## src/rtl/ldtu_lane_scheduler.sv

```systemverilog
// Output-lane scheduler for the LiTE-DTU: picks SYNC / CALIB / TEST / DATA once per
// word slot, loads the four serializer lanes and raises handshake / dtu_ack.
module ldtu_lane_scheduler #(
  parameter int                  Nbits_32  = 32,
  parameter int                  WORD_CYC  = 4,
  parameter int                  SYNC_LEN  = 16,
  parameter logic [Nbits_32-1:0] SYNC_WORD = 32'hACCCCCCC,
  parameter logic [Nbits_32-1:0] IDLE_WORD = 32'hEAAAAAAA
) (
  input  logic                clock,
  input  logic                rst_b,
  input  logic                test_enable,
  input  logic                calibration_busy_1,
  input  logic                calibration_busy_10,
  input  logic                sync_req,
  input  logic                dtu_valid,
  input  logic [Nbits_32-1:0] dtu_in_0,
  input  logic [Nbits_32-1:0] dtu_in_1,
  input  logic [Nbits_32-1:0] dtu_in_2,
  input  logic [Nbits_32-1:0] dtu_in_3,
  input  logic [Nbits_32-1:0] atu_in_0,
  input  logic [Nbits_32-1:0] atu_in_1,
  input  logic [Nbits_32-1:0] atu_in_2,
  input  logic [Nbits_32-1:0] atu_in_3,
  output logic [Nbits_32-1:0] data_out_0,
  output logic [Nbits_32-1:0] data_out_1,
  output logic [Nbits_32-1:0] data_out_2,
  output logic [Nbits_32-1:0] data_out_3,
  output logic                handshake,
  output logic                dtu_ack,
  output logic [1:0]          mode,
  output logic                underflow
);

  localparam int              CNT_W      = (WORD_CYC > 1) ? $clog2(WORD_CYC) : 1;
  localparam logic [CNT_W-1:0] CNT_LAST  = CNT_W'(WORD_CYC - 1);
  localparam logic [7:0]      SYNC_LEN_8 = 8'(SYNC_LEN);

  typedef enum logic [1:0] {
    ST_SYNC  = 2'd0,
    ST_CALIB = 2'd1,
    ST_TEST  = 2'd2,
    ST_DATA  = 2'd3
  } state_t;

  logic [CNT_W-1:0]    r_cnt;
  state_t              r_state;
  logic [7:0]          r_sync_cnt;
  logic                r_pending;
  logic [Nbits_32-1:0] r_lane [4];
  logic                r_handshake;
  logic                r_dtu_ack;
  logic                r_underflow;

  logic                w_bnd;
  logic                w_sync_take;
  state_t              w_next;
  logic [Nbits_32-1:0] w_dtu  [4];
  logic [Nbits_32-1:0] w_atu  [4];
  logic [Nbits_32-1:0] w_lane [4];
  logic                w_ack;
  logic                w_uf;

  assign w_dtu[0] = dtu_in_0;
  assign w_dtu[1] = dtu_in_1;
  assign w_dtu[2] = dtu_in_2;
  assign w_dtu[3] = dtu_in_3;
  assign w_atu[0] = atu_in_0;
  assign w_atu[1] = atu_in_1;
  assign w_atu[2] = atu_in_2;
  assign w_atu[3] = atu_in_3;

  assign w_bnd = (r_cnt == CNT_LAST);
  // A request on the boundary edge itself is honoured without passing through r_pending.
  assign w_sync_take = r_pending | sync_req;

  always_comb begin
    w_next = ST_DATA;
    if (w_sync_take) begin
      w_next = ST_SYNC;
    end else if ((r_state == ST_SYNC) && (r_sync_cnt < SYNC_LEN_8)) begin
      w_next = ST_SYNC;
    end else if (calibration_busy_1 | calibration_busy_10) begin
      w_next = ST_CALIB;
    end else if (test_enable) begin
      w_next = ST_TEST;
    end
  end

  always_comb begin
    w_ack = 1'b0;
    w_uf  = 1'b0;
    for (int k = 0; k < 4; k++) begin
      w_lane[k] = IDLE_WORD;
    end
    case (w_next)
      ST_SYNC: begin
        for (int k = 0; k < 4; k++) w_lane[k] = SYNC_WORD;
      end
      ST_TEST: begin
        for (int k = 0; k < 4; k++) w_lane[k] = w_atu[k];
      end
      ST_DATA: begin
        if (dtu_valid) begin
          for (int k = 0; k < 4; k++) w_lane[k] = w_dtu[k];
          w_ack = 1'b1;
        end else begin
          w_uf = 1'b1;
        end
      end
      default: ;
    endcase
  end

  always_ff @(posedge clock or negedge rst_b) begin
    if (!rst_b) begin
      r_cnt       <= '0;
      r_state     <= ST_SYNC;
      r_sync_cnt  <= '0;
      r_pending   <= 1'b0;
      r_handshake <= 1'b0;
      r_dtu_ack   <= 1'b0;
      r_underflow <= 1'b0;
      for (int k = 0; k < 4; k++) begin
        r_lane[k] <= '0;
      end
    end else begin
      r_handshake <= w_bnd;
      r_dtu_ack   <= w_bnd & w_ack;
      if (w_bnd) begin
        r_cnt     <= '0;
        r_pending <= 1'b0;
        r_state   <= w_next;
        // A (re)started burst counts the boundary that enters it as slot 1.
        if (w_sync_take) begin
          r_sync_cnt <= 8'd1;
        end else if (w_next == ST_SYNC) begin
          r_sync_cnt <= r_sync_cnt + 8'd1;
        end else begin
          r_sync_cnt <= '0;
        end
        for (int k = 0; k < 4; k++) begin
          r_lane[k] <= w_lane[k];
        end
        if (w_uf) begin
          r_underflow <= 1'b1;
        end
      end else begin
        r_cnt <= r_cnt + CNT_W'(1);
        if (sync_req) begin
          r_pending <= 1'b1;
        end
      end
    end
  end

  assign data_out_0 = r_lane[0];
  assign data_out_1 = r_lane[1];
  assign data_out_2 = r_lane[2];
  assign data_out_3 = r_lane[3];
  assign handshake  = r_handshake;
  assign dtu_ack    = r_dtu_ack;
  assign mode       = r_state;
  assign underflow  = r_underflow;

endmodule

```

## config.mk

```make
export PLATFORM = sky130hd
export DESIGN_NAME = ldtu_lane_scheduler
export DESIGN_NICKNAME = d
export VERILOG_FILES = /design/src/rtl/ldtu_lane_scheduler.sv
export SDC_FILE = /design/constraint.sdc
export NUM_CORES = 1
export LEC_CHECK = 0
export ABC_AREA = 1
export CAP_MARGIN = 10
export CORE_ASPECT_RATIO = 1.25
export CORE_MARGIN = 4
export CORE_UTILIZATION = 38
export CTS_CLUSTER_DIAMETER = 60
export CTS_CLUSTER_SIZE = 16
export DETAILED_ROUTE_END_ITERATION = 8
export PLACE_DENSITY = 0.84
export SLEW_MARGIN = 10
export SYNTH_ARGS = -nofsm -noshare
export SYNTH_HDL_FRONTEND = slang
export SYNTH_SLANG_ARGS = --single-unit
export TNS_END_PERCENT = 30
```

## constraint.sdc

```tcl
create_clock -name clock -period 1.6 [get_ports clock]
set_clock_uncertainty 0.15 [all_clocks]
set_input_delay 0.48 -clock clock [delete_from_list [all_inputs] [get_ports clock]]
set_output_delay 0.48 -clock clock [all_outputs]
set_load 0.005 [all_outputs]
```

==> impl_metrics.py, run 1 <==
metrics = {
    "drt": {
        "via_per_inst": 4.840,
        "wl_um": 31350,
        "routedWlPerCell_um": 15.97,
        "drc_errors": 0,
        "dr.pass1.iters": 6,
        "drt_iter0_drc": 469,
        "num_vias": 9500,
        "ant_nets": 0,
    },
    "setup_path": {
        "path_buf_inv": 2,
        "worstPathArrival_ns": 1.89,
        "cp_cell_sequence": "nor2_2 -> nand3_4 -> nand2_4 -> nor2_8 -> buf_12 -> clkbuf_16 -> nand2_4 -> nand2_2 -> nand2_1 -> nand2_1",
        "critPathKind": "register to register",
        "crit_path_top_delay_cell": "dfrtp_1",
        "startpoint_type": "register",
        "cp_data_required_time_ns": 1.75,
        "critPathTopFamily": "simple AND/OR/NAND/NOR gates",
        "cp_max_fo": 9,
        "end_kind": "register",
        "critPathMaxStageDelay_ns": 0.40,
    },
    "worst_hold_path": {
        "min_path_type": "register to register",
    },
    "timing": {
        "worst_pin_slew_ns": 0.5010,
        "hold_violations": 0,
        "timing_max_transition_violations_final": 0,
        "finalWorstSetupSlack_ns": -0.1375,
        "relSlewSlack": 0.6655,
        "period_share": 1.086,
        "finalCriticalPeriod_ns": 1.738,
        "setup_violations": 123,
        "fin_setup_tns_ns": -8.871,
        "timing.fmax_mhz": 575.5,
        "rsz0062_at_grt": "true",
    },
    "synth": {
        "synthTopCellsByArea": "dfrtp_1, nand2_1, nor2_1",
        "yosysSeqAreaShare": 0.4350,
        "ys_warn_count": 0,
        "syn-num-nets": 1527,
        "async_reset_ff_frac": 1.000,
        "yosys.cell_count.top_type": "nand2_1",
        "synthFlopType": "dfrtp_1",
        "synthesis.instances": 1262,
        "synth-seq-cells": 144,
        "syn_area_mm2": 0.008284,
        "yosys.area.top_type_share": 0.4350,
        "yosys.cell_types.count": 31,
        "yosys.area.top_type": "dfrtp_1",
        "synth_edf_count": 0,
        "synth_area_per_cell_um2": 6.564,
        "ys_top_cells_by_count": "nand2_1, nor2_1, dfrtp_1",
    },
    "layout": {
        "drive_gt1_frac": 0.2323,
        "finalNetCount": 1935,
        "area_growth_pct": 64.61,
        "fill_cells": 1883,
        "post-route-util": 0.6351,
        "final_area_mm2": 0.01364,
    },
    "status": {
        "violations": "setup timing",
        "status": "finished, violations left",
    },
    "floorplanning": {
        "core_mm2": 0.02147,
        "num_rows": 60,
        "io-pin-count": 396,
        "dieHeight_um": 173.1,
        "die_area_mm2": 0.02424,
        "start_util": 0.3858,
        "fp.dieW_um": 140.1,
    },
    "clock_network": {
        "clk_pin_slew_ns": 0.06,
        "cts_buffers": 17,
        "cts_max_path_buffers": 2,
        "cts_root_buffer": "clkbuf_16",
        "cts_max_level": 4,
        "cts_tree": "done",
        "cts.sinks": 144,
        "clk_latency_ns": 0.41,
    },
    "power_and_ir_drop": {
        "ir_drop_mv": 0.6823,
        "powerDensity_mw_per_mm2": 635.2,
        "finalPower_w": 0.008663,
        "power_leakage_nw": 7.163,
    },
    "placed_design": {
        "dp_slack_ns": -0.7838,
        "gp_congestion": 0.8643,
        "hpwl_um": 21890,
        "placed_area_mm2": 0.01285,
        "port_buffers": 395,
    },
    "global_routing": {
        "grt_max_degree": 50,
        "grt_pass1_vias": 9123,
        "grt_pass1_wl_um": 47630,
        "overflow": 0,
        "grt_antenna_before_repair": 1,
        "grt_usage": 0.2432,
    },
    "job": {
        "cap_violations": 0,
    },
}
==> layout make-up <==
type / count / area [um^2] / share of cell area
Clock inverter: 15 / 150.1 / 0.01101
Sequential cell: 144 / 3603 / 0.2642
Tap cell: 279 / 349.1 / 0.02560
Antenna cell: 1 / 2.502 / 0.0001835
Inverter: 100 / 405.4 / 0.02973
Timing Repair Buffer: 473 / 4340 / 0.3183
Clock buffer: 17 / 425.4 / 0.03120
Multi-Input combinational cell: 934 / 4360 / 0.3198
==> cells by family (layout without fill, tap and decap cells) <==
group                    count (synthesis)  count (layout)  synth area share
AND/OR/NAND/NOR                        886             886            0.4401
buffers and inverters                  184             605           0.09122
flip-flops                             144             144            0.4350
AO/OA/AOI/OAI                           45              45           0.02960
adder cells (fa/ha/maj)                  2               2          0.003020
XOR/XNOR                                 1               1          0.001057
other                                    0               1                 0
==> flip-flops by register name, summed over array words and instances (netlist names) <==
register	cells
data_out_0	32
r_pending	1
data_out_1	32
underflow	1
mode	2
data_out_2	32
dtu_ack	1
r_sync_cnt	8
handshake	1
data_out_3	32
r_cnt	2
==> worst paths after layout <==
path,startpoint,to,slack (ns),cells past startpoint
worst min register to register,data_out_0[28],data_out_0[28],0.32,2
worst max-delay path,mode[1],data_out_3[24],-0.14,10
min in group asynchronous,rst_b,data_out_0[31],0.39,2
worst min-delay path,data_out_0[28],data_out_0[28],0.32,2
worst max register to register,mode[1],data_out_3[24],-0.14,10
max in group asynchronous,rst_b,data_out_0[30],0.38,3
==> stage by stage <==
| step | std cells | hold WS [ns] |
|---|---|---|
| 2_1_floorplan | 1262 | 0.03441 |
| 3_3_place_gp | 1900 | 0.2336 |
| 3_5_place_dp | 1900 | 0.2335 |
| 4_1_cts | 1953 | 0.3274 |
| 5_1_grt | 1963 | 0.3477 |
| 6_report | 1963 | 0.3245 |
==> metal layers <==
metal,vias up,wire length [um],global-route usage,part of all wire
met5,-,0,0,0
met4,0,1050,0.08441,0.033
met3,68,2119,0.05588,0.068
met2,383,16340,0.4290,0.52
met1,4399,11840,0.2899,0.38
li1,4650,-,-,-
==> worst reg2reg max path, stage by stage (launching register included) <==
cell       delay (ns)
dfrtp_1          0.40
nor2_2           0.16
nand3_4          0.16
nand2_4          0.15
nor2_8           0.05
buf_12           0.15
clkbuf_16        0.20
nand2_4          0.06
nand2_2          0.04
nand2_1          0.05
nand2_1          0.06
==> power breakdown <==
part | internal (W) | leakage, nW | switching, W
sequential | 0.00364 | 1.67 | 0.00000189
clock | 0.00218 | 0.263 | 0.00172
combinational | 0.000698 | 5.23 | 0.000414
==> cell usage in the layout, fill, tap and decap left out, drive strengths merged, types with 6 or more instances in the layout <==
| cell type | synthesis | routed |
|---|---|---|
| buf | 51 | 172 |
| clkbuf | 33 | 56 |
| clkdlybuf4s50 | 0 | 256 |
| clkinvlp | 0 | 6 |
| dfrtp | 144 | 144 |
| inv | 97 | 103 |
| nand2 | 555 | 555 |
| nand3 | 8 | 8 |
| nand4 | 69 | 69 |
| nor2 | 221 | 221 |
| o21ai | 39 | 39 |
| or2 | 32 | 32 |
==> what timing repair did <==
| item | in CTS | in global routing |
|---|---|---|
| pin swaps | 9 | 36 |
| hold endpoints to repair | 21 | 0 |
| endpoints found under the setup margin | 264 | 225 |
| resized for setup | 507 | 137 |
| hold buffers | 1 | 0 |
| buffers inserted | 17 | 3 |
| gates cloned | 3 | 6 |
Power figures use the tool's default switching activity.
==> run 2, diff against run 1 <==
Settings changed: CORE_AREA set to 4 4 152 154, CORE_ASPECT_RATIO 1.25 to not set, CORE_MARGIN 4 to not set, CORE_UTILIZATION 38 to not set, DIE_AREA set to 0 0 156 158, DONT_BUFFER_PORTS set to 1, PLACE_DENSITY 0.84 to 0.6.
==> run 2 against run 1 <==
Against the previous run: the run ends with hold timing, setup timing left; clock power is 5.6% higher; maximum frequency is 7.9% higher; worst setup slack better by 0.13 ns; register-to-register slack better by 0.13 ns; global-route usage is 5.0 points lower; count of clock-buffer cells in the layout stayed put; core utilization is 19 points lower; cell area is 30% lower; cell count is 22% lower; sequential share of layout area is 11 points higher; wire length is 17% lower; first-iteration DRC count is 20% higher; critical path type unchanged; highest routed layer unchanged.
==> impl_metrics.py, run 2 (synthesis results as in run 1) <==
metrics = {
    "setup_path": {
        "startpoint_type": "register",
        "worstPathArrival_ns": 1.76,
        "crit_path_top_delay_cell": "dfrtp_1",
        "cp_data_required_time_ns": 1.75,
        "cp_cell_sequence": "inv_2 -> nand2_4 -> nor2_8 -> nand2_4 -> nor2_8 -> nand3_4 -> clkbuf_16 -> nor2_1 -> nor2_1",
        "critPathKind": "register to register",
        "critPathTopFamily": "simple AND/OR/NAND/NOR gates",
        "end_kind": "register",
        "cp_max_fo": 18,
        "path_buf_inv": 2,
        "critPathMaxStageDelay_ns": 0.37,
    },
    "global_routing": {
        "grt_pass1_vias": 6842,
        "overflow": 0,
        "grt_usage": 0.1936,
        "grt_antenna_before_repair": 1,
        "grt_max_degree": 145,
        "grt_pass1_wl_um": 38190,
    },
    "layout": {
        "layout_commonest_cell": "nand2_1",
        "area_growth_pct": 15.80,
        "finalNetCount": 1502,
        "regArea_mm2": 0.003603,
        "drive_gt1_frac": 0.1192,
        "fill_cells": 2241,
        "final_cell_mix": "nand2_1, nor2_1, dfrtp_1",
        "multi_input_area_mm2": 0.004044,
        "final_area_mm2": 0.009593,
    },
    "timing": {
        "rsz0062_at_grt": "true",
        "finalWorstSetupSlack_ns": -0.01033,
        "hold_violations": 144,
        "timing_max_transition_violations_final": 0,
        "worst_pin_slew_ns": 0.4691,
        "period_share": 1.006,
        "relSlewSlack": 0.6868,
        "fin_hold_ws_ns": -0.3924,
        "finalCriticalPeriod_ns": 1.610,
        "timing.fmax_mhz": 621.0,
        "setup_violations": 14,
    },
    "placed_design": {
        "gp_congestion": 0.8161,
        "hpwl_um": 17750,
        "port_buffers": 0,
        "dp_slack_ns": -0.1759,
        "placed_area_mm2": 0.008766,
    },
    "clock_network": {
        "cts.sinks": 144,
        "clk_pin_slew_ns": 0.07,
        "cts_max_path_buffers": 2,
        "hold_buffers": 1,
        "cts_root_buffer": "clkbuf_16",
        "cts_buffers": 17,
        "clk_latency_ns": 0.41,
        "cts_tree": "done",
        "cts_max_level": 4,
    },
    "drt": {
        "num_vias": 7510,
        "wl_um": 25990,
        "drt_iter0_drc": 561,
        "drc_errors": 0,
        "via_per_inst": 4.905,
        "ant_nets": 0,
        "routedWlPerCell_um": 16.97,
        "dr.pass1.iters": 5,
    },
    "power_and_ir_drop": {
        "finalPower_w": 0.008027,
        "power_leakage_nw": 5.147,
        "powerDensity_mw_per_mm2": 836.8,
        "ir_drop_mv": 0.4442,
    },
    "floorplanning": {
        "core_mm2": 0.02169,
        "fp.dieW_um": 156,
        "start_util": 0.3820,
        "die_area_mm2": 0.02465,
        "dieHeight_um": 158,
        "io-pin-count": 396,
        "num_rows": 54,
    },
    "status": {
        "violations": "hold timing, setup timing",
        "status": "finished, violations left",
    },
    "worst_hold_path": {
        "min_path_type": "primary input to asynchronous set/reset pin",
    },
    "job": {
        "cap_violations": 0,
    },
}
[run 2: power breakdown]
part / internal, W / total (W) / leakage (nW) / switching, W
Sequential: 0.00364 / 0.00365 / 1.67 / 0.00000182
Clock: 0.00248 / 0.00413 / 0.292 / 0.00165
Combinational: 0.000107 / 0.000255 / 3.19 / 0.000148
Total: 0.00623 / 0.00803 / 5.15 / 0.00180
[run 2: area by class of cell]
cell class	instances	share of cell area
antenna	1	0.0002609
clock buffer	17	0.04435
clock inverter	15	0.01904
inverter	100	0.04265
multi-input combinational	934	0.4215
sequential	144	0.3756
tap	280	0.03652
timing repair buffer	40	0.06000
[run 2: repair_timing]
action	CTS	global route
hold endpoints to repair	145	144
gates cloned	0	4
setup buffers	1	0
endpoints found under the setup margin	131	133
pin swaps	3	4
resized for setup	11	22
[run 2: worst reg2reg max path, delay by kind of cell (launching register included)]
family,cells,cell delay (ns)
simple gates,7,0.72
flops,1,0.37
buf+inv,2,0.28
[run 2: path summary, 6_finish.rpt]
kind                                   from        endpoint  slack [ns]  cells after the start
max in group asynchronous             rst_b   data_out_2[4]        1.34                      0
worst max register to register    r_pending  data_out_3[11]       -0.01                      9
worst min register to register     r_cnt[0]        r_cnt[0]        0.32                      1
min in group clock              dtu_in_0[3]   data_out_0[3]        0.04                      2
worst max-delay path              r_pending  data_out_3[11]       -0.01                      9
worst min-delay path                  rst_b  data_out_3[27]       -0.39                      0
[run 2: routing by layer]
| metal | vias up | global-route usage | routed length, um |
|---|---|---|---|
| met5 | - | 0 | 0 |
| met4 | 0 | 0.06294 | 472 |
| met3 | 28 | 0.06014 | 2398 |
| met2 | 294 | 0.3196 | 12660 |
| met1 | 3404 | 0.2427 | 10450 |
| li1 | 3784 | - | - |
[run 2: through the flow]
stage,instances,setup TNS [ns],util,hold WS [ns]
CTS,1526,-0.3159,0.4348,-0.4177
finish,1531,-0.07101,0.4423,-0.3924
global placement,1492,-11.52,0.4042,0.03745
floorplan,1262,-1.461,-,0.03441
global route,1531,-11.13,0.4423,-0.4216
detailed placement,1492,-11.79,0.4042,0.03792
==> run 3, diff against run 2 <==
Settings changed: GPL_TIMING_DRIVEN set to 0, HOLD_SLACK_MARGIN set to 0.05.
==> run 3 against run 2 <==
Against the previous run: global-route usage rose by 2.9 points; clock power is 2% higher; cell count rose by 7.2%; the run still ends with hold timing, setup timing left; critical path type unchanged; cell area grew 10%; largest power group unchanged; non-clock buffer count increased by 106; die area unchanged; via count rose by 7.6%.
==> impl_metrics.py, run 3 (synthesis results as in run 1) <==
metrics = {
    "floorplanning": {
        "num_rows": 54,
        "die_area_mm2": 0.02465,
        "start_util": 0.3820,
        "core_mm2": 0.02169,
        "io-pin-count": 396,
        "fp.dieW_um": 156,
        "dieHeight_um": 158,
    },
    "timing": {
        "timing.fmax_mhz": 554.1,
        "period_share": 1.128,
        "worst_pin_slew_ns": 0.6865,
        "fin_hold_ws_ns": -0.3967,
        "hold_violations": 144,
        "timing_max_transition_violations_final": 0,
        "finalCriticalPeriod_ns": 1.805,
        "relSlewSlack": 0.5423,
        "finalWorstSetupSlack_ns": -0.2049,
        "rsz0062_at_grt": "true",
        "setup_violations": 130,
    },
    "clock_network": {
        "cts.sinks": 144,
        "cts_tree": "done",
        "clk_latency_ns": 0.42,
        "cts_max_level": 4,
        "clk_pin_slew_ns": 0.07,
        "cts_max_path_buffers": 2,
        "cts_buffers": 17,
        "cts_root_buffer": "clkbuf_16",
    },
    "power_and_ir_drop": {
        "powerDensity_mw_per_mm2": 780.7,
        "finalPower_w": 0.008269,
        "ir_drop_mv": 0.5167,
        "power_leakage_nw": 5.596,
    },
    "placed_design": {
        "hpwl_um": 21450,
        "gp_congestion": 0.8715,
        "port_buffers": 0,
    },
    "status": {
        "status": "finished, violations left",
        "violations": "hold timing, setup timing",
    },
    "layout": {
        "finalNetCount": 1609,
        "final_cell_mix": "nand2_1, nor2_1, dfrtp_1",
        "area_growth_pct": 27.85,
        "drive_gt1_frac": 0.1746,
        "post-route-util": 0.4883,
        "layout_commonest_cell": "nand2_1",
    },
    "setup_path": {
        "critPathTopFamily": "simple AND/OR/NAND/NOR gates",
        "critPathMaxStageDelay_ns": 0.37,
        "crit_path_top_delay_cell": "dfrtp_1",
        "cp_max_fo": 7,
        "path_buf_inv": 2,
        "cp_cell_sequence": "inv_2 -> nand2_4 -> nor2_8 -> nand2_8 -> nor2_8 -> nand3_4 -> buf_4 -> nor2_1 -> nor2_1",
        "end_kind": "register",
        "worstPathArrival_ns": 1.96,
        "cp_data_required_time_ns": 1.75,
        "startpoint_type": "register",
        "critPathKind": "register to register",
    },
    "job": {
        "cap_violations": 0,
    },
    "global_routing": {
        "grt_antenna_before_repair": 3,
        "overflow": 0,
        "grt_pass1_wl_um": 42740,
        "grt_max_degree": 145,
        "grt_usage": 0.2228,
        "grt_pass1_vias": 7596,
    },
    "drt": {
        "dr.pass1.iters": 7,
        "drt_iter0_drc": 520,
        "routedWlPerCell_um": 17.92,
        "num_vias": 8082,
        "wl_um": 29410,
        "drc_errors": 0,
        "ant_nets": 0,
        "via_per_inst": 4.925,
    },
    "worst_hold_path": {
        "min_path_type": "primary input to asynchronous set/reset pin",
    },
}
-- run 3: cell types whose count changed in the layout (fill, tap and decap cells not counted), moves of 11 or more --
cell	change
buf_12	-13
buf_4	+13
buf_6	+21
clkbuf_1	+15
clkbuf_2	+11
dlygate4sd3_1	+33
nor2_1	-16
nor2_4	+20
-- run 3: what timing repair did --
action	in CTS	in global routing
setup endpoints to repair	142	142
cloned	1	6
hold buffers	32	2
hold endpoints to repair	176	146
pin swaps	10	21
resized for setup	114	85
buffers inserted	13	9
-- run 3: power by group --
part	switching, W	internal, W	total, W
clock	0.00167	0.00253	0.00420
combinational	0.000237	0.000186	0.000423
sequential	0.00000201	0.00364	0.00365
total	0.00191	0.00636	0.00827
-- run 3: worst register-to-register path, stage by stage (launching register included) --
cell and delay [ns]:
dfrtp_1 0.37, inv_2 0.06, nand2_4 0.07, nor2_8 0.15, nand2_8 0.09, nor2_8 0.22
nand3_4 0.20, buf_4 0.19, nor2_1 0.13, nor2_1 0.05
-- run 3: worst paths after layout --
| kind | slack (ns) | cells past startpoint | end | startpoint |
|---|---|---|---|---|
| hold / removal | -0.40 | 0 | data_out_3[27] | rst_b |
| hold reg to reg | 0.33 | 1 | r_cnt[0] | r_cnt[0] |
| setup reg to reg | -0.20 | 9 | data_out_3[31] | r_pending |
| min in group clock | 0.07 | 2 | data_out_2[29] | dtu_in_2[29] |
| max in group asynchronous | 1.46 | 0 | data_out_0[1] | rst_b |
| setup / recovery | -0.20 | 9 | data_out_3[31] | r_pending |
-- run 3: metal layers --
layer	global-route usage	routed length, um	up-vias
met5	0	0	-
met3	0.06616	2198	36
li1	-	-	4013
met2	0.3765	14660	310
met1	0.2778	12010	3723
met4	0.06336	542	0
-- run 3: cell type report --
type / count / area [um^2]
diodes: 4 / 10.01
plain buffers: 84 / 668.1
clock buffers: 19 / 442.9
clock inverters: 13 / 172.7
fillers: 2171 / 11100
inverters: 100 / 414.1
multi-input cells: 935 / 4282
flip-flops and latches: 144 / 3606
well taps: 280 / 350.3
repair buffers: 62 / 645.6
-- run 3: per-stage QoR --
stage	cells	worst slack (ns)	setup TNS [ns]	instance area, um^2
2_1_floorplan	1262	-0.04547	-1.461	8384
3_3_place_gp	1542	-0.7302	-61.56	8735
3_5_place_dp	1542	-0.7306	-63.23	8735
4_1_cts	1620	-0.2097	-17.56	10080
5_1_grt	1641	-0.2922	-26.22	10590
6_report	1641	-0.2049	-14.75	10590
